===== src/rtl/sp_ram_fifo_ctrl_if.sv =====
`default_nettype none
// ============================================================================
//  Module      : sp_ram_fifo_ctrl_if
//  Description : Stream and single-port RAM signals of the FIFO controller.
//                The slave modport is the controller. The master modport is
//                the surrounding logic: the producer, the consumer and the RAM.
//  Revision    : 1.0 - initial release
// ============================================================================
interface sp_ram_fifo_ctrl_if #(
  parameter int ADDR_WIDTH = 6,
  parameter int DATA_WIDTH = 8
);
  // push stream
  logic                  in_valid;
  logic                  in_ready;
  logic [DATA_WIDTH-1:0] in_data;
  // pop stream
  logic                  out_valid;
  logic                  out_ready;
  logic [DATA_WIDTH-1:0] out_data;
  // occupancy
  logic [ADDR_WIDTH:0]   count;
  logic                  full;
  logic                  empty;
  // single-port RAM
  logic [DATA_WIDTH-1:0] ram_data;
  logic [ADDR_WIDTH-1:0] ram_addr;
  logic                  ram_we;
  logic [DATA_WIDTH-1:0] ram_q;

  modport slave (
    input  in_valid, in_data, out_ready, ram_q,
    output in_ready, out_valid, out_data, count, full, empty,
           ram_data, ram_addr, ram_we
  );

  modport master (
    output in_valid, in_data, out_ready, ram_q,
    input  in_ready, out_valid, out_data, count, full, empty,
           ram_data, ram_addr, ram_we
  );
endinterface
`default_nettype wire


===== src/rtl/sp_ram_fifo_ctrl.sv =====
`default_nettype none
// ============================================================================
//  Module      : sp_ram_fifo_ctrl
//  Description : FIFO controller that uses a single-port RAM as its storage
//                array. Each cycle the RAM port serves one access, and reads
//                win. A one-word output register holds the head word.
//  Revision    : 1.0 - initial release
// ============================================================================
module sp_ram_fifo_ctrl #(
  parameter int ADDR_WIDTH = 6,
  parameter int DATA_WIDTH = 8,
  parameter int DEPTH      = 64
) (
  input  logic                clk,
  input  logic                rst,
  sp_ram_fifo_ctrl_if.slave   bus
);

  localparam logic [ADDR_WIDTH-1:0] c_PTR_LAST = ADDR_WIDTH'(DEPTH - 1);
  localparam logic [ADDR_WIDTH:0]   c_DEPTH    = (ADDR_WIDTH + 1)'(DEPTH);

  logic [ADDR_WIDTH-1:0] r_wr_ptr;
  logic [ADDR_WIDTH-1:0] r_rd_ptr;
  logic [ADDR_WIDTH:0]   r_ram_cnt;
  logic                  r_rd_pend;
  logic                  r_out_valid;
  logic [DATA_WIDTH-1:0] r_out_data;

  logic                  w_rd_go;
  logic                  w_wr_go;
  logic                  w_in_ready;
  logic [ADDR_WIDTH:0]   w_count;

  // Port arbitration. A read is issued only when the output register will be
  // free by the time q arrives. A read also blocks a push in the same cycle.
  always_comb begin
    w_rd_go    = !rst && (r_ram_cnt != '0) && !r_rd_pend &&
                 (!r_out_valid || bus.out_ready);
    w_in_ready = !rst && (r_ram_cnt != c_DEPTH) && !w_rd_go;
    w_wr_go    = bus.in_valid && w_in_ready;
  end

  // Pointer and RAM occupancy bookkeeping. The pointers wrap at DEPTH-1, so
  // DEPTH does not have to be a power of two.
  always_ff @(posedge clk) begin
    if (rst) begin
      r_wr_ptr  <= '0;
      r_rd_ptr  <= '0;
      r_ram_cnt <= '0;
    end else begin
      if (w_wr_go) begin
        r_wr_ptr  <= (r_wr_ptr == c_PTR_LAST) ? '0 : r_wr_ptr + 1'b1;
        r_ram_cnt <= r_ram_cnt + 1'b1;
      end else if (w_rd_go) begin
        r_rd_ptr  <= (r_rd_ptr == c_PTR_LAST) ? '0 : r_rd_ptr + 1'b1;
        r_ram_cnt <= r_ram_cnt - 1'b1;
      end
    end
  end

  // Read pipeline. rd_pend marks the cycle where q carries the requested word,
  // and that word is captured into the output register on the next edge.
  always_ff @(posedge clk) begin
    if (rst) begin
      r_rd_pend   <= 1'b0;
      r_out_valid <= 1'b0;
      r_out_data  <= '0;
    end else begin
      r_rd_pend <= w_rd_go;
      if (r_rd_pend) begin
        r_out_valid <= 1'b1;
        r_out_data  <= bus.ram_q;
      end else if (bus.out_ready) begin
        r_out_valid <= 1'b0;
      end
    end
  end

  // Total words held in the block: words in the RAM, plus the word being
  // read, plus the word in the output register.
  always_comb begin
    w_count = r_ram_cnt + (ADDR_WIDTH + 1)'(r_rd_pend) +
              (ADDR_WIDTH + 1)'(r_out_valid);
  end

  assign bus.in_ready  = w_in_ready;
  assign bus.out_valid = r_out_valid;
  assign bus.out_data  = r_out_data;
  assign bus.count     = w_count;
  assign bus.full      = (r_ram_cnt == c_DEPTH);
  assign bus.empty     = (w_count == '0);
  assign bus.ram_addr  = w_rd_go ? r_rd_ptr : r_wr_ptr;
  assign bus.ram_we    = w_wr_go;
  assign bus.ram_data  = bus.in_data;

endmodule
`default_nettype wire


===== src/flat_wrapper.sv =====
// flat-port wrapper written by rule: the top's interface ports become plain ports
module sp_ram_fifo_ctrl_flat 
#(
  parameter int ADDR_WIDTH = 6,
  parameter int DATA_WIDTH = 8,
  parameter int DEPTH      = 64
)
  (clk, rst, bus_in_valid, bus_in_data, bus_out_ready, bus_ram_q, bus_in_ready, bus_out_valid, bus_out_data, bus_count, bus_full, bus_empty, bus_ram_data, bus_ram_addr, bus_ram_we);
  sp_ram_fifo_ctrl_if #(.ADDR_WIDTH(ADDR_WIDTH), .DATA_WIDTH(DATA_WIDTH)) bus_i ();
  input  logic clk;
  input  logic rst;
  input wire logic [$bits(bus_i.in_valid)-1:0] bus_in_valid;
  input wire logic [$bits(bus_i.in_data)-1:0] bus_in_data;
  input wire logic [$bits(bus_i.out_ready)-1:0] bus_out_ready;
  input wire logic [$bits(bus_i.ram_q)-1:0] bus_ram_q;
  output wire logic [$bits(bus_i.in_ready)-1:0] bus_in_ready;
  output wire logic [$bits(bus_i.out_valid)-1:0] bus_out_valid;
  output wire logic [$bits(bus_i.out_data)-1:0] bus_out_data;
  output wire logic [$bits(bus_i.count)-1:0] bus_count;
  output wire logic [$bits(bus_i.full)-1:0] bus_full;
  output wire logic [$bits(bus_i.empty)-1:0] bus_empty;
  output wire logic [$bits(bus_i.ram_data)-1:0] bus_ram_data;
  output wire logic [$bits(bus_i.ram_addr)-1:0] bus_ram_addr;
  output wire logic [$bits(bus_i.ram_we)-1:0] bus_ram_we;
  assign bus_i.in_valid = bus_in_valid;
  assign bus_i.in_data = bus_in_data;
  assign bus_i.out_ready = bus_out_ready;
  assign bus_i.ram_q = bus_ram_q;
  assign bus_in_ready = bus_i.in_ready;
  assign bus_out_valid = bus_i.out_valid;
  assign bus_out_data = bus_i.out_data;
  assign bus_count = bus_i.count;
  assign bus_full = bus_i.full;
  assign bus_empty = bus_i.empty;
  assign bus_ram_data = bus_i.ram_data;
  assign bus_ram_addr = bus_i.ram_addr;
  assign bus_ram_we = bus_i.ram_we;
  sp_ram_fifo_ctrl #(.ADDR_WIDTH(ADDR_WIDTH), .DATA_WIDTH(DATA_WIDTH), .DEPTH(DEPTH)) u_core (.clk(clk), .rst(rst), .bus(bus_i));
endmodule

===== config.mk =====
export PLATFORM = sky130hd
export DESIGN_NAME = sp_ram_fifo_ctrl_flat
export DESIGN_NICKNAME = d
export VERILOG_FILES = /design/src/rtl/sp_ram_fifo_ctrl_if.sv /design/src/rtl/sp_ram_fifo_ctrl.sv /design/src/flat_wrapper.sv
export SDC_FILE = /design/constraint.sdc
export NUM_CORES = 1
export LEC_CHECK = 0
export BUFFER_PORTS_ARGS = -buffer_cell sky130_fd_sc_hd__buf_2
export CELL_PAD_IN_SITES_DETAIL_PLACEMENT = 1
export CELL_PAD_IN_SITES_GLOBAL_PLACEMENT = 1
export CORE_MARGIN = 2
export CORE_UTILIZATION = 41
export DETAILED_ROUTE_END_ITERATION = 16
export PLACE_DENSITY_LB_ADDON = 0.1
export SLEW_MARGIN = 30
export SYNTH_ARGS = -nofsm -noshare
export SYNTH_HDL_FRONTEND = slang
export SYNTH_SLANG_ARGS = --single-unit

===== constraint.sdc =====
create_clock -name clk -period 4.29 [get_ports clk]
set_input_delay 1.0725 -clock clk [delete_from_list [all_inputs] [get_ports clk]]
set_output_delay 1.0725 -clock clk [all_outputs]
set_load 0.03 [all_outputs]

==> run_results.csv, run 1 <==
group,metric,value,unit
route,wl_per_cell,16.8,um
timing,fin_crit_sh,88.6,%
timing,setup_tns,0,ps
route,routed_wl,4460,um
floorplan,coreArea,4060,um^2
logic_synthesis,ys_seq_elements,29,
timing,holdWs,489,ps
worst_setup_path,cp.required,3220,ps
route,final_antenna_net_count,0,
cts,htree_levels,2,
layout,finalNetCount,244,
worst_setup_path,crit_buf_inv,4,
floorplan,die_y,69.3,um
worst_setup_path,r2r_slack,1230,ps
logic_synthesis,synth_edf_count,0,
logic_synthesis,synth_cells,183,
logic_synthesis,ys_top_cells_by_area,"dfxtp_1, mux2i_1, ha_1, nor2_1, xnor2_1",
global_route,grt_max_degree,29,
placement,pre_cts_ws,498,ps
layout,post-route-util,49.3,%
placement,dp_hpwl,3360,um
worst_setup_path,crit_type,"input port to primary output",
worst_setup_path,critPathCaptureType,"primary output",
timing,rsz0062_at_grt,"false",
worst_setup_path,cpPeakStageDelay,520,ps
worst_setup_path,worstReg2RegEnd,"u_core.r_ram_cnt[6]",
worst_setup_path,cp_slowest_cell,"or3_2",
placement,gp_congestion,0.813,
floorplan,die_width,69.3,um
timing,final_hold_viol_count,0,
timing,tightest_slew,611,ps
route,first_pass_iters,4,
route,drc,0,
layout,syn2layout_area_growth,14.5,%
route,via_per_inst,5.47,
global_route,grt_pass1_wl,7760,um
layout,layout-drive-gt1-share,26.0,%
floorplan,die_area,4800,um^2
logic_synthesis,netlist_area,1750,um^2
logic_synthesis,yosysTopAreaCell,"dfxtp_1",
worst_setup_path,r2r-start,"u_core.r_ram_cnt[0]",
logic_synthesis,yosys_most_used_dff,"dfxtp_1",
worst_setup_path,r2r_cells,9,
timing,finClkSkew,5.82,ps
logic_synthesis,syn_nets,213,
min_path,hold_class,"flop to flop",
power_and_ir_drop,ir_drop,0.000267,V
global_route,grt_pass1_vias,1537,
timing,setup_viol,0,
worst_setup_path,timing.critical_path.mode_cell,"buf_2",
power_and_ir_drop,design_power_total,1.50,mW
logic_synthesis,synth-seq-area-share,33.2,%
logic_synthesis,synth_top_area_share,33.2,%
worst_setup_path,cp_cell_sequence,"buf_2 -> inv_1 -> a21o_2 -> or3_2 -> inv_2 -> mux2_2 -> buf_2",
power_and_ir_drop,p_leak,0.920,nW
cts,insertion_delay,280,ps
cts,cts_root_buf,"clkbuf_8",
global_route,grtUsageTotal,19.7,%
cts,clock_path_buffers,2,
global_route,grt_overflow,0,
logic_synthesis,yosys_warnings,0,
worst_setup_path,cp-start-kind,"input port",
cts,tritoncts,"yes",
timing,slew_headroom,58.9,%
worst_setup_path,crit_cells,7,
cts,clock-sinks,29,
worst_setup_path,worstPathArrival,2730,ps
logic_synthesis,avgSynthCellArea,9.54,um^2
floorplan,initial_utilization,43.0,%
route,first_iter_violations,53,
logic_synthesis,async_flop_share,0,%
outcome,status,"completed",
worst_setup_path,crit_end,"bus_ram_addr[0]",
cts,postCtsSetupRepairBufs,0,
timing,slew_violations,0,
floorplan,io_pins,54,
timing,fmax,0.263,GHz
power_and_ir_drop,powerDensity,751,nW/um^2
worst_setup_path,crit_path_start,"bus_out_ready",
route,dr_total_vias,1450,
logic_synthesis,synth_cell_types,49,
worst_setup_path,crit_path_max_fanout,13,
timing,layout_setup_ws,490,ps
cts,cts-hold-fix-buffers,0,
flow_run,max-cap-violations,0,
cts,cts_resized,0,
cts,cts_buffers,5,
timing,fin_crit,3800,ps
worst_setup_path,path_delay_family,"simple AND/OR/NAND/NOR gates",
placement,port_buffers,37,
cts,clkTransAtPathRegs,60,ps
floorplan,core.rowCount,23,
global_route,antenna_found_initial,0,
layout,nFillCells,482,
layout,antenna_cells,0,
==> where the power goes <==
group          internal (mW)  switching [mW]
Combinational          0.311           0.461
Clock                  0.189           0.106
Sequential             0.332           0.102
==> cells in the final DEF, fill, tap and decap left out, types with 5 or more instances in the layout <==
cell      count
a21oi_1      10
buf_2        37
clkbuf_8      6
dfxtp_1      29
ha_1          8
mux2i_1      17
nand2_1       8
nand3_1       9
nor2_1       20
xnor2_1       8
xor2_1        5
==> how the worst min path moves through the flow <==
| stage | startpoint | depth (start not counted) | slack [ps] | endpoint |
|---|---|---|---|---|
| final | u_core.bus.out_data[5] | 2 | 490 | u_core.bus.out_data[5] |
| after detailed placement | u_core.bus.out_data[1] | 2 | 490 | u_core.bus.out_data[1] |
| after global placement | u_core.bus.out_data[4] | 2 | 470 | u_core.bus.out_data[4] |
| after global routing | u_core.bus.out_data[1] | 2 | 530 | u_core.bus.out_data[1] |
| after floorplan | u_core.r_rd_ptr[1] | 2 | 460 | u_core.r_rd_ptr[1] |
| after CTS | u_core.bus.out_data[1] | 2 | 500 | u_core.bus.out_data[1] |
==> metrics by stage <==
step                cells  area, um^2
floorplan             183        1750
finish                265        2000
global route          265        2000
detailed placement    257        1880
global placement      257        1880
CTS                   265        2000
==> per-layer routing <==
layer  up-vias  share of wire [%]  track usage, %
met5         -                  0               0
met4         0                1.2            5.88
met3         6                5.6            5.52
met2        41                 49            34.0
met1       694                 44            23.8
li1        709                  -               -
==> area by class of cell <==
cell class              count  area (um^2)  area share (%)
multi-input cells         135         1030            51.4
flip-flops and latches     29          581            29.0
repair buffers             38          193            9.64
clock buffers               7         86.3            4.32
well taps                  50         62.6            3.13
clock inverters             1         30.0            1.50
inverters                   5         18.8           0.939
==> worst register-to-register path, stage by stage, from the launching register on <==
cell and delay [ps]:
dfxtp_1 390, or4_4 590, nor3_4 230, o211ai_4 220, fa_1 530, a211oi_1 240, o21bai_1 100, a21oi_1 240
mux2i_1 250, mux2i_1 190
==> logic make-up after synthesis <==
kind of cell / count (synthesis) / synth area share [%]
AOI/OAI and AO/OA: 28 / 11.8
adders and majority gates: 10 / 8.02
xor gates and xnor gates: 13 / 6.52
and+or+nand+nor: 61 / 18.9
DFF: 29 / 33.2
buffers and inverters: 19 / 7.88
muxes: 23 / 13.6
==> Yosys cell counts (all sizes together), types with 3 or more instances <==
master,count
a21o,4
nor4,4
xnor2,8
buf,11
nand3,9
nor2,20
or4,3
nand2,8
and2,4
mux2,6
inv,5
xor2,5
mux2i,17
a21oi,11
ha,8
nor3,3
clkbuf,3
dfxtp,29
==> registers in the layout, indices dropped and copies added (netlist names) <==
signal,cells
u_core.bus.out_data,8
u_core.bus.out_valid,1
u_core.r_wr_ptr,6
u_core.r_ram_cnt,7
u_core.r_rd_pend,1
u_core.r_rd_ptr,6
(Power assumes the default switching activity.)
==> run 2, diff against run 1 <==
--- a/config.mk
+++ b/config.mk
@@ -9,7 +9,7 @@
 export CELL_PAD_IN_SITES_DETAIL_PLACEMENT = 1
 export CELL_PAD_IN_SITES_GLOBAL_PLACEMENT = 1
 export CORE_MARGIN = 2
-export CORE_UTILIZATION = 41
+export CORE_UTILIZATION = 38
 export DETAILED_ROUTE_END_ITERATION = 16
 export PLACE_DENSITY_LB_ADDON = 0.1
 export SLEW_MARGIN = 30
==> constraint.sdc (replaced) <==
create_clock -name clk -period 3.9 [get_ports clk]
set_input_delay 0.975 -clock clk [delete_from_list [all_inputs] [get_ports clk]]
set_output_delay 0.975 -clock clk [all_outputs]
set_load 0.03 [all_outputs]
==> run 2 against run 1 <==
Net effect:
- worst setup slack got worse by 190 ps
- first-iteration DRC count increased by 25%
- total power increased by 3.7%
- utilization decreased by 4.1 points
- register-to-register slack got worse by 400 ps
- global-route usage decreased by 2.4 points
- cell count increased by 1.1%
- routed wire length decreased by 7.4%
- cell area decreased by 1.0%
- combinational power increased by 8.7%
- critical endpoint is now bus_empty
- largest power group unchanged
==> run_results.csv, run 2 (synthesis results as in run 1) <==
group,metric,value,unit
route,first_pass_iters,4,
placement,gp_congestion,0.812,
floorplan,io_pins,54,
placement,port_buffers,37,
cts,cts_buffers,5,
worst_setup_path,critPathCaptureType,"primary output",
worst_setup_path,worstPathArrival,2630,ps
cts,cts_resized,0,
power_and_ir_drop,ir_drop,0.000211,V
timing,finClkSkew,7.60,ps
cts,insertion_delay,280,ps
worst_setup_path,r2r-start,"u_core.r_ram_cnt[0]",
power_and_ir_drop,powerDensity,787,nW/um^2
floorplan,initial_utilization,39.8,%
global_route,grt_max_degree,17,
floorplan,coreArea,4380,um^2
worst_setup_path,crit_type,"flop to primary output",
cts,postCtsSetupRepairBufs,0,
timing,fmax,0.278,GHz
layout,mostFrequentLayoutCells,"buf_2, dfxtp_1, nor2_1",
placement,dp.cells,260,
layout,antenna_cells,0,
floorplan,die_area,5150,um^2
timing,holdWs,494,ps
worst_setup_path,cp-start-kind,"flop",
placement,pre_cts_ws,310,ps
route,via_per_inst,5.38,
placement,dp_hpwl,3230,um
power_and_ir_drop,design_power_total,1.56,mW
layout,nFillCells,532,
floorplan,die_width,71.8,um
layout,syn2layout_area_growth,13.3,%
cts,cts_root_buf,"clkbuf_8",
layout,fin_cells,268,
route,drc,0,
route,dr_total_vias,1442,
layout,multiInputGateArea,1030,um^2
worst_setup_path,r2r_cells,9,
route,first_iter_violations,66,
placement,placed_cell_area,1890,um^2
global_route,grt_pass1_wl,6960,um
worst_setup_path,r2r_slack,830,ps
global_route,grtUsageTotal,17.3,%
timing,tightest_slew,558,ps
global_route,grt_overflow,0,
worst_setup_path,cp.required,2920,ps
timing,final_hold_viol_count,0,
layout,layout-drive-gt1-share,26.9,%
min_path,hold_class,"flop to flop",
timing,layout_setup_ws,297,ps
route,routed_wl,4130,um
global_route,antenna_found_initial,0,
route,final_antenna_net_count,0,
min_path,min_from,"u_core.bus.out_data[0]",
cts,cts-hold-fix-buffers,0,
min_path,min_to,"u_core.bus.out_data[0]",
layout,fin_area,1980,um^2
layout,final_common_cell,"buf_2",
floorplan,die_y,71.8,um
timing,slew_headroom,62.8,%
layout,post-route-util,45.1,%
flow_run,max-cap-violations,0,
timing,setup_viol,0,
outcome,status,"completed",
worst_setup_path,worstReg2RegEnd,"u_core.r_ram_cnt[6]",
route,wl_per_cell,15.4,um
cts,htree_levels,2,
cts,tritoncts,"yes",
cts,clkTransAtPathRegs,70,ps
timing,fin_crit,3600,ps
timing,slew_violations,0,
timing,rsz0062_at_grt,"false",
cts,clock_path_buffers,2,
power_and_ir_drop,p_leak,0.911,nW
layout,regArea,581,um^2
worst_setup_path,crit_path_max_fanout,10,
floorplan,core.rowCount,24,
layout,largest_reg_flops,8,
layout,finalNetCount,245,
cts,clock-sinks,29,
timing,fin_crit_sh,92.4,%
global_route,grt_pass1_vias,1402,
timing,setup_tns,0,ps
min_path,holdPathStages,2,
run 2: changes by cell type in the layout (fill, tap and decap cells not counted), sizes merged:
cell | previous run | this run
buf | 38 | 39
clkinv | 0 | 2
clkbuf | 7 | 5
clkinvlp | 0 | 1
bufinv | 1 | 0
run 2: power by group:
group          switching (mW)  internal (mW)
Sequential              0.112          0.365
Clock                   0.119          0.123
Combinational           0.497          0.342
run 2: worst max-delay path by stage:
| stage | from | end | slack (ps) |
|---|---|---|---|
| after floorplan | u_core.bus.out_valid | bus_empty | 110 |
| after global placement | bus_out_ready | bus_ram_addr[0] | 320 |
| after detailed placement | bus_out_ready | bus_ram_addr[0] | 310 |
| after CTS | u_core.r_rd_pend | bus_empty | 250 |
| after global routing | u_core.r_rd_pend | bus_empty | 30 |
| final | u_core.r_rd_pend | bus_empty | 300 |
run 2: layout make-up:
cell class | count | area share (%)
multi-input combinational | 135 | 52.0
clock buffer | 5 | 3.48
clock inverter | 3 | 0.885
tap | 52 | 3.29
timing repair buffer | 39 | 10.1
sequential | 29 | 29.3
inverter | 5 | 0.948
run 2: worst max-delay path, stage by stage (launching register included):
cell and delay [ps]:
dfxtp_1 670, fa_1 320, ha_1 240, nand3_1 120, xnor2_1 170, or4_1 400, nor4_1 170, buf_2 240
run 2: layer usage:
| metal | wire, um | vias up | part of all wire [%] | track usage (%) |
|---|---|---|---|---|
| met4 | 44 | 0 | 1.1 | 5.24 |
| met2 | 1950 | 45 | 47 | 29.2 |
| met5 | 0 | - | 0 | 0 |
| met3 | 276 | 4 | 6.7 | 5.34 |
| met1 | 1860 | 680 | 45 | 21.2 |
| li1 | - | 713 | - | - |
